File: src/rtl/seq_adder.sv
// Multi-cycle adder: sums two WIDTH-bit operands plus carry-in, CHUNK bits per clock,
// behind a start/busy/done handshake. Sum, carry-out, overflow and zero are all registered.
module seq_adder #(
   parameter int unsigned WIDTH = 64,
   parameter int unsigned CHUNK = 16
) (
   input  logic             clk,
   input  logic             rst_n,
   input  logic             start,
   input  logic [WIDTH-1:0] a_add,
   input  logic [WIDTH-1:0] b_add,
   input  logic             a_c_in,
   output logic             busy,
   output logic             done,
   output logic [WIDTH-1:0] sum,
   output logic             a_c_out,
   output logic             overflow,
   output logic             zero
);

   localparam int unsigned NCHUNK = WIDTH / CHUNK;
   localparam int unsigned IDX_W  = (NCHUNK > 1) ? $clog2(NCHUNK) : 1;
   localparam logic [IDX_W-1:0] LAST_IDX = IDX_W'(NCHUNK - 1);

   if ((WIDTH % CHUNK) != 0) begin : g_bad_chunk
      $error("seq_adder: CHUNK must divide WIDTH");
   end

   typedef enum logic {IDLE, RUN} state_e;

   state_e             state_q, state_d;
   logic [WIDTH-1:0]   a_q, a_d;
   logic [WIDTH-1:0]   b_q, b_d;
   logic [WIDTH-1:0]   psum_q, psum_d;
   logic               carry_q, carry_d;
   logic [IDX_W-1:0]   idx_q, idx_d;
   logic               busy_q, busy_d;
   logic               done_q, done_d;
   logic [WIDTH-1:0]   sum_q, sum_d;
   logic               c_out_q, c_out_d;
   logic               ovf_q, ovf_d;
   logic               zero_q, zero_d;

   logic [CHUNK-1:0]   chunk_a;
   logic [CHUNK-1:0]   chunk_b;
   logic [CHUNK:0]     chunk_res;
   int unsigned        off;

   // State and datapath registers
   always_ff @(posedge clk or negedge rst_n) begin
      if (!rst_n) begin
         state_q <= IDLE;
         a_q     <= '0;
         b_q     <= '0;
         psum_q  <= '0;
         carry_q <= 1'b0;
         idx_q   <= '0;
         busy_q  <= 1'b0;
         done_q  <= 1'b0;
         sum_q   <= '0;
         c_out_q <= 1'b0;
         ovf_q   <= 1'b0;
         zero_q  <= 1'b0;
      end else begin
         state_q <= state_d;
         a_q     <= a_d;
         b_q     <= b_d;
         psum_q  <= psum_d;
         carry_q <= carry_d;
         idx_q   <= idx_d;
         busy_q  <= busy_d;
         done_q  <= done_d;
         sum_q   <= sum_d;
         c_out_q <= c_out_d;
         ovf_q   <= ovf_d;
         zero_q  <= zero_d;
      end
   end

   // Next-state logic; the chunk adder is the only carry chain, CHUNK+1 bits long
   always_comb begin
      state_d   = state_q;
      a_d       = a_q;
      b_d       = b_q;
      psum_d    = psum_q;
      carry_d   = carry_q;
      idx_d     = idx_q;
      busy_d    = busy_q;
      done_d    = 1'b0;
      sum_d     = sum_q;
      c_out_d   = c_out_q;
      ovf_d     = ovf_q;
      zero_d    = zero_q;

      off       = 32'(idx_q) * CHUNK;
      chunk_a   = a_q[off +: CHUNK];
      chunk_b   = b_q[off +: CHUNK];
      chunk_res = {1'b0, chunk_a} + {1'b0, chunk_b} + (CHUNK + 1)'(carry_q);

      case (state_q)
         IDLE: begin
            if (start) begin
               a_d     = a_add;
               b_d     = b_add;
               carry_d = a_c_in;
               psum_d  = '0;
               idx_d   = '0;
               busy_d  = 1'b1;
               state_d = RUN;
            end
         end
         RUN: begin
            psum_d[off +: CHUNK] = chunk_res[CHUNK-1:0];
            carry_d              = chunk_res[CHUNK];
            idx_d                = idx_q + IDX_W'(1);
            // Last chunk: publish results straight from the merged partial sum
            if (idx_q == LAST_IDX) begin
               sum_d   = psum_d;
               c_out_d = chunk_res[CHUNK];
               ovf_d   = (a_q[WIDTH-1] == b_q[WIDTH-1]) && (psum_d[WIDTH-1] != a_q[WIDTH-1]);
               zero_d  = (psum_d == '0);
               done_d  = 1'b1;
               busy_d  = 1'b0;
               idx_d   = '0;
               state_d = IDLE;
            end
         end
         default: state_d = IDLE;
      endcase
   end

   assign busy     = busy_q;
   assign done     = done_q;
   assign sum      = sum_q;
   assign a_c_out  = c_out_q;
   assign overflow = ovf_q;
   assign zero     = zero_q;

endmodule
File: config.mk
export PLATFORM = sky130hd
export DESIGN_NAME = seq_adder
export DESIGN_NICKNAME = d
export VERILOG_FILES = /design/src/rtl/seq_adder.sv
export SDC_FILE = /design/constraint.sdc
export NUM_CORES = 1
export LEC_CHECK = 0
export ABC_CLOCK_PERIOD_IN_PS = 9600
export CORE_ASPECT_RATIO = 0.75
export CORE_MARGIN = 3
export CORE_UTILIZATION = 29
export CTS_BUF_LIST = sky130_fd_sc_hd__clkbuf_2 sky130_fd_sc_hd__clkbuf_4 sky130_fd_sc_hd__clkbuf_8
export DETAILED_ROUTE_END_ITERATION = 6
export SLEW_MARGIN = 25
export SYNTH_ARGS = -nofsm -noshare
export SYNTH_HDL_FRONTEND = slang
export SYNTH_SLANG_ARGS = --single-unit
File: constraint.sdc
create_clock -name clk -period 9.6 [get_ports clk]
set_input_delay 1.92 -clock clk [delete_from_list [all_inputs] [get_ports clk]]
set_output_delay 1.92 -clock clk [all_outputs]
set_load 0.005 [all_outputs]
==> results of run 1 <==
## cell type report
class                      instances  area [sq um]
timing repair buffer             212          2100
sequential                       265          6640
inverter                          47           176
multi-input combinational        649          5590
clock buffer                      75           913
clock inverter                     4          50.0
tap                              569           712
antenna                            2          5.00
fill                            4090         26400
## metal layers
| metal | up-vias | global-route usage, % | wire length [um] |
|---|---|---|---|
| li1 | 4158 | - | - |
| met1 | 4588 | 23.8 | 17500 |
| met2 | 350 | 24.3 | 16900 |
| met3 | 57 | 5.26 | 3520 |
| met4 | 0 | 3.90 | 653 |
| met5 | - | 0 | 0 |
## kinds of logic (layout without fill, tap and decap cells)
| family | Yosys count | count (layout) | synth area share [%] |
|---|---|---|---|
| other | 0 | 2 | 0 |
| DFF | 265 | 265 | 52.4 |
| AOI/OAI and AO/OA | 202 | 202 | 10.8 |
| adders and majority gates | 23 | 23 | 2.39 |
| muxes | 223 | 223 | 22.5 |
| buffers and inverters | 118 | 338 | 3.57 |
| xor gates and xnor gates | 16 | 16 | 1.11 |
| and+or+nand+nor | 185 | 185 | 7.17 |
## placed cells by master (no fill, tap or decap), drive strengths merged, types with 29 or more instances in the layout
cell type / synthesis / final
clkdlybuf4s50: 0 / 198
o31ai: 38 / 38
mux2: 174 / 174
mux4: 32 / 32
inv: 46 / 46
dfrtp: 265 / 265
nand2: 65 / 65
nand2b: 29 / 29
a21oi: 41 / 41
o22ai: 34 / 34
clkbuf: 57 / 75
nor2: 38 / 38
## worst min path at each step
stage | slack (ps) | from | depth (start not counted) | end
2_1_floorplan | 480 | a_q[32] | 1 | a_q[32]
3_3_place_gp | 480 | busy | 2 | busy
3_5_place_dp | 490 | b_q[3] | 1 | b_q[3]
4_1_cts | 500 | a_q[56] | 1 | a_q[56]
5_1_grt | 520 | b_q[26] | 1 | b_q[26]
6_report | 500 | a_q[56] | 1 | a_q[56]
## worst register-to-register path, stage by stage (launching register included)
cell       delay [ps]
dfrtp_2           620
buf_4             570
mux4_2            600
fa_1              450
fa_1              460
a21oi_1           230
o2111ai_1         340
a31oi_1           480
o21ai_0           220
a21boi_0          260
xor2_1            580
o2bb2ai_1         220
mux2_2            300
## stage by stage
stage                     hold WS (ps)  worst slack (ps)  util, %  instance area [sq um]  std cells
after global placement             482              4400     35.8                  15200       1742
after floorplan                    475              5190        -                  12600       1032
after CTS                          505              4160     38.0                  16200       1821
after detailed placement           491              4220     35.8                  15200       1742
final                              502              4170     38.0                  16200       1823
after global routing               516              3750     38.0                  16200       1822
## sequential cells by signal, summed over array words and instances (netlist names)
name,flops
busy,1
done,1
overflow,1
b_q,64
sum,64
a_q,64
zero,1
psum_q,64
state_q,1
a_c_out,1
idx_q,2
carry_q,1
==> flow_summary.yaml, run 1 <==
worst_setup_path:
  rr_startpoint: "idx_q[0]"
  critPathMaxFanout: 27
  cp_cell_sequence: "buf_4, mux4_2, fa_1, fa_1, a21oi_1, o2111ai_1, a31oi_1, o21ai_0, a21boi_0, xor2_1, o2bb2ai_1, mux2_2"
  slowest_delay_ps: 620
  critPathMostFrequentCell: "fa_1"
  crit_family: "compound AO/OA/AOI/OAI gates"
  crit_buf_inv: 1
  endpoint: "sum[44]"
  start_kind: "flip-flop"
  reg2reg_depth: 12
  cp.depth: 12
  rr_endpoint: "sum[44]"
  cp.arrival_ps: 5890
  path_class: "flip-flop to flip-flop"
  end_kind: "flip-flop"
  required_ps: 10050
  slowest_stage: "dfrtp_2"
  cp-startpoint: "idx_q[0]"
  rrSetupSlack_ps: 4170
yosys:
  yosysWarnings: 0
  ys_top_cells_by_count: "dfrtp_1, mux2_2, nand2_1"
  synth-edff-count: 0
  postSynthCellCount: 1032
  synth_top_area_share_pct: 52.4
  synth_area_leaders: "dfrtp_1, mux2_2, mux4_2, o31ai_1, ha_1"
  netlist_area_sq_um: 12600
  synth.distinct_cells: 60
  synth-async-reset-ratio_pct: 100
  synth-seq-cells: 265
  syn_area_per_cell_sq_um: 12.3
  synth_flop_cell: "dfrtp_1"
  synth.most_common_cell: "dfrtp_1"
  synth_fp_nets: 1187
  yosysSeqAreaShare_pct: 52.4
  synth_largest_area_cell: "dfrtp_1"
timing:
  period_share_pct: 56.6
  finClkSkew_ps: 31.4
  fin_crit_ps: 5430
  rsz0062_at_grt: "false"
  tightest_slew_ps: 985
  finalHoldViolCount: 0
  slew_headroom_pct: 33.9
  drv_slew: 0
  tns_ps: 0
  setup_viol: 0
  max_clock_freq_ghz: 0.184
job:
  cap_violations: 0
cells_and_area:
  nets: 1374
  drive_gt1_share_pct: 24.6
  areaGrowthSynthToFinish_pct: 28.0
clock_network:
  clock_latency_ps: 570
  max-clock-path-buffers: 3
  cts.hold.buffers_added: 0
  cts_sinks: 265
  cts_tree: "yes"
  cts_buffers: 44
  root_buffer: "clkbuf_8"
  htreeDepth: 2
  path_clk_slew_ps: 60
  cts_resized: 0
  cts_setup_buffers: 0
die:
  die_h_um: 187
  start_util_pct: 29.7
  io_pins: 201
  core_area_sq_um: 42500
  dieArea_sq_um: 46200
  row_count: 65
  die_x_um: 247
detailed_routing:
  routed_wirelength_um: 38600
  ant_nets: 0
  drt-initial-drc-count: 718
  drc: 0
  detail_route.first_pass.iterations: 5
  vias_per_cell: 5.02
  wl_per_cell_um: 21.2
  num_vias: 9153
outcome:
  status: "finished clean"
global_routing:
  grt_pass1_wl_um: 58900
  grtUsageTotal_pct: 16.6
  grt_overflow_total: 0
  antenna_found_initial: 1
  grt_pass1_vias: 9488
  grt_max_degree: 161
place:
  place_hpwl_um: 26900
  gp_congestion: 0.912
  port_buffers: 200
min_path:
  hold_path_class: "flip-flop to flip-flop"
Power of run 1 is left out: the tool's default activity adds up to more than one toggle a clock period on the data nets, which glitch-free logic cannot reach.
==> inputs of run 2 (changes only) <==
--- a/config.mk
+++ b/config.mk
@@ -5,7 +5,7 @@
 export SDC_FILE = /design/constraint.sdc
 export NUM_CORES = 1
 export LEC_CHECK = 0
-export ABC_CLOCK_PERIOD_IN_PS = 9600
+export ABC_CLOCK_PERIOD_IN_PS = 5350
 export CORE_ASPECT_RATIO = 0.75
 export CORE_MARGIN = 3
 export CORE_UTILIZATION = 29
==> constraint.sdc (replaced) <==
create_clock -name clk -period 5.35 [get_ports clk]
set_input_delay 1.07 -clock clk [delete_from_list [all_inputs] [get_ports clk]]
set_output_delay 1.07 -clock clk [all_outputs]
set_load 0.005 [all_outputs]
==> run 2 against run 1 <==
Utilization rose by 0.54 points. Fmax grew 12%. Register-to-register slack worse by 3700 ps. Die area unchanged. Sequential cell count did not move. Setup slack lost 3700 ps. Clock skew is 13 ps lower. Hold slack worse by 100 ps. Critical path depth shrank 1. Critical path type unchanged. Largest cell class unchanged.
==> flow_summary.yaml, run 2 (same netlist as run 1, synthesis figures left out) <==
outcome:
  status: "finished clean"
detailed_routing:
  routed_wirelength_um: 38800
  num_vias: 9307
  ant_nets: 0
  wl_per_cell_um: 21.0
  vias_per_cell: 5.05
  detail_route.first_pass.iterations: 5
  drc: 0
  drt-initial-drc-count: 698
clock_network:
  htreeDepth: 2
  cts_buffers: 47
  cts_setup_buffers: 0
  path_clk_slew_ps: 60
  cts_tree: "yes"
  max-clock-path-buffers: 3
  clock_latency_ps: 580
  cts_resized: 0
  cts_sinks: 265
  root_buffer: "clkbuf_8"
  cts.hold.buffers_added: 0
job:
  cap_violations: 0
worst_setup_path:
  start_kind: "flip-flop"
  required_ps: 5810
  end_kind: "flip-flop"
  path_class: "flip-flop to flip-flop"
  cp.arrival_ps: 5310
  critPathMaxFanout: 14
cells_and_area:
  n_fill_cell: 4106
  drive_gt1_share_pct: 26.0
  final_common_cell: "dfrtp_1"
  final_cell_mix: "dfrtp_1, clkdlybuf4s50_1, mux2_2"
  num_antenna_cells: 0
  nets: 1392
  areaGrowthSynthToFinish_pct: 29.8
  fin_area_sq_um: 16400
  utilization_pct: 38.6
die:
  io_pins: 201
  row_count: 65
  core_area_sq_um: 42500
  die_h_um: 187
  die_x_um: 247
  start_util_pct: 29.7
  dieArea_sq_um: 46200
global_routing:
  grt_busiest_layer: "met2"
  grt_pass1_wl_um: 59700
  grt_pass1_vias: 9560
  grt_max_degree: 90
  grt_util_met1_pct: 24.5
  use_met2_pct: 24.6
  grt_overflow_total: 0
  grtUsageTotal_pct: 16.7
  grt_use_met3_pct: 4.40
  antenna_found_initial: 0
timing:
  finClkSkew_ps: 18.3
  tightest_slew_ps: 1010
  drv_slew: 0
  max_clock_freq_ghz: 0.206
  period_share_pct: 90.7
  rsz0062_at_grt: "false"
  setup_viol: 0
  fin_crit_ps: 4850
  finalHoldViolCount: 0
  slew_headroom_pct: 32.5
  tns_ps: 0
  hold_ws_ps: 399
place:
  port_buffers: 200
  post_dp_cell_area_sq_um: 15400
  place_hpwl_um: 27600
  gp_congestion: 0.885
min_path:
  hold_path_class: "input port to async pin"
==> run 2: changes by cell type in the layout (fill, tap and decap cells not counted), sizes merged <==
cell,previous run,this run
clkinv,2,6
diode,2,0
clkbuf,75,76
buf,14,29
clkinvlp,2,5
==> run 2: layer usage <==
metal	up-vias	part of all wire, %
met2	322	44
met5	-	0
met1	4723	47
li1	4197	-
met3	65	7.8
met4	0	1.8
==> run 2: worst paths after layout <==
| kind | from | end | slack (ps) | depth (start not counted) |
|---|---|---|---|---|
| max in group asynchronous | rst_n | psum_q[26] | 4000 | 2 |
| min in group clk | busy | busy | 500 | 2 |
| max | idx_q[0] | sum[12] | 500 | 11 |
| min reg2reg | busy | busy | 500 | 2 |
| max reg2reg | idx_q[0] | sum[12] | 500 | 11 |
| min | rst_n | sum[24] | 400 | 1 |
==> run 2: cell type report <==
cell class	instances	area (sq um)	area share, %
clock buffer	76	946	5.76
clock inverter	11	92.6	0.564
inverter	47	176	1.07
multi-input combinational	649	5590	34.0
sequential	265	6640	40.4
tap	569	712	4.34
timing repair buffer	227	2270	13.8
==> run 2: critical path, cell delays in order (launching register included) <==
cell       delay (ps)
dfrtp_2           680
mux4_2            590
fa_1              450
fa_1              450
a21oi_1           220
o2111ai_1         320
a31oi_1           470
o21ai_0           240
a21boi_0          250
xor2_1            580
o2bb2ai_1         200
mux2_2            290
==> run 2: through the flow <==
stage / std cells / setup WS (ps)
after floorplan: 1032 / 938
after global placement: 1756 / 654
after detailed placement: 1757 / 509
after CTS: 1844 / 492
after global routing: 1844 / 229
final: 1844 / 496
Power of run 2 is left out for the same reason.
==> inputs of run 3 (changes only) <==
--- a/config.mk
+++ b/config.mk
@@ -5,12 +5,13 @@
 export SDC_FILE = /design/constraint.sdc
 export NUM_CORES = 1
 export LEC_CHECK = 0
-export ABC_CLOCK_PERIOD_IN_PS = 5350
+export ABC_CLOCK_PERIOD_IN_PS = 4050
 export CORE_ASPECT_RATIO = 0.75
 export CORE_MARGIN = 3
-export CORE_UTILIZATION = 29
+export CORE_UTILIZATION = 50
 export CTS_BUF_LIST = sky130_fd_sc_hd__clkbuf_2 sky130_fd_sc_hd__clkbuf_4 sky130_fd_sc_hd__clkbuf_8
 export DETAILED_ROUTE_END_ITERATION = 6
+export PLACE_DENSITY = 0.78
 export SLEW_MARGIN = 25
 export SYNTH_ARGS = -nofsm -noshare
 export SYNTH_HDL_FRONTEND = slang
==> constraint.sdc (replaced) <==
create_clock -name clk -period 4.05 [get_ports clk]
set_input_delay 0.81 -clock clk [delete_from_list [all_inputs] [get_ports clk]]
set_output_delay 0.81 -clock clk [all_outputs]
set_load 0.005 [all_outputs]
==> run 3 against run 2 <==
Via count rose by 1.5%. Sequential share of layout area hardly changed. Hold slack worse by 140 ps. Clock skew is 15 ps higher. First-iteration DRC count up 15%. Highest routed layer unchanged.
==> flow_summary.yaml, run 3 (same netlist as run 1, synthesis figures left out) <==
die:
  io_pins: 201
  die_x_um: 190
  core_area_sq_um: 24400
  row_count: 49
  start_util_pct: 51.8
  die_h_um: 144
  dieArea_sq_um: 27300
timing:
  slew_headroom_pct: 38.7
  period_share_pct: 97.8
  finClkSkew_ps: 33.8
  tightest_slew_ps: 916
  fin_crit_ps: 3960
  max_clock_freq_ghz: 0.252
  setup_viol: 0
  finalHoldViolCount: 0
  tns_ps: 0
  hold_ws_ps: 260
  drv_slew: 0
detailed_routing:
  vias_per_cell: 5.78
  routed_wirelength_um: 35100
  routed-wl-met2_um: 14900
  ant_nets: 0
  drc: 0
  routed.top_layer: "met4"
  num_vias: 9451
  drt-initial-drc-count: 804
  detail_route.first_pass.iterations: 6
  wl_met1_um: 16400
  wl_met3_um: 3210
  wl_per_cell_um: 21.4
job:
  cap_violations: 0
cells_and_area:
  n_fill_cell: 1817
  final_cell_mix: "dfrtp_1, clkdlybuf4s50_1, mux2_2"
  regArea_sq_um: 6640
  drive_gt1_share_pct: 28.8
  multi_input_area_sq_um: 5700
  num_antenna_cells: 0
  final_cells: 1636
  utilization_pct: 67.3
  final_common_cell: "dfrtp_1"
  nets: 1434
  areaGrowthSynthToFinish_pct: 29.9
worst_setup_path:
  path_class: "flip-flop to flip-flop"
  rrSetupSlack_ps: 90
  required_ps: 4500
  cp.arrival_ps: 4410
  cp_cell_sequence: "buf_8, mux4_2, ha_1, a211o_1, a211o_4, a21oi_2, xor2_1, o22ai_1, or4_1, o41ai_2"
  critPathMaxFanout: 11
  reg2reg_depth: 10
  slowest_delay_ps: 570
  rr_startpoint: "idx_q[0]"
  slowest_stage: "or4_1"
  crit_family: "compound AO/OA/AOI/OAI gates"
  start_kind: "flip-flop"
  end_kind: "flip-flop"
  crit_buf_inv: 1
  rr_endpoint: "zero"
clock_network:
  clock_latency_ps: 560
  htreeDepth: 2
  cts_tree: "yes"
  cts_buffers: 41
  cts.hold.buffers_added: 0
  max-clock-path-buffers: 3
  path_clk_slew_ps: 70
  root_buffer: "clkbuf_8"
  cts_sinks: 265
place:
  place_hpwl_um: 25000
  place_inst: 1564
  gp_congestion: 0.985
  port_buffers: 200
global_routing:
  antenna_found_initial: 0
  grt_pass1_vias: 9545
  grt_overflow_total: 0
  grtUsageTotal_pct: 25.8
  grt_max_degree: 131
  grt_pass1_wl_um: 54300
outcome:
  status: "finished clean"
min_path:
  hold_path_class: "input port to async pin"
==> run 3: cell count changes in the layout (fill, tap and decap cells not counted), sizes merged <==
| cell | delta |
|---|---|
| buf | +47 |
| clkinvlp | -4 |
| clkbuf | -15 |
| bufinv | +1 |
| clkinv | +1 |
==> run 3: area by class of cell <==
cell class / instances / share of cell area, %
clock inverters: 9 / 0.594
flip-flops and latches: 265 / 40.4
inverters: 47 / 1.07
well taps: 331 / 2.52
clock buffers: 60 / 4.69
repair buffers: 275 / 16.0
multi-input cells: 649 / 34.7
==> run 3: per-layer routing <==
| layer | global-route usage (%) | up-vias |
|---|---|---|
| li1 | - | 4272 |
| met1 | 39.1 | 4739 |
| met2 | 37.3 | 392 |
| met3 | 7.12 | 48 |
| met4 | 5.52 | 0 |
| met5 | 0 | - |
==> run 3: how the worst max path moves through the flow <==
stage | from | end | slack (ps) | depth (start not counted)
CTS | idx_q[0] | zero | 20 | 11
global placement | idx_q[0] | zero | 150 | 11
global route | idx_q[0] | zero | -50 | 12
finish | idx_q[0] | zero | 90 | 10
floorplan | idx_q[0] | zero | 5 | 13
detailed placement | idx_q[0] | zero | -10 | 11
==> run 3: metrics by stage <==
stage / cell area, sq um / worst slack (ps)
2_1_floorplan: 12700 / 5.16
3_3_place_gp: 15400 / 147
3_5_place_dp: 15400 / -11.7
4_1_cts: 16300 / 23.5
5_1_grt: 16400 / -49.1
6_report: 16400 / 88.5
==> run 3: timing repair <==
item | in CTS | in global routing
setup endpoints to repair | 1 | 19
setup buffers | 0 | 2
pin swaps | 0 | 2
gates resized for setup | 1 | 19
cloned | 0 | 1
Power of run 3 is left out for the same reason.
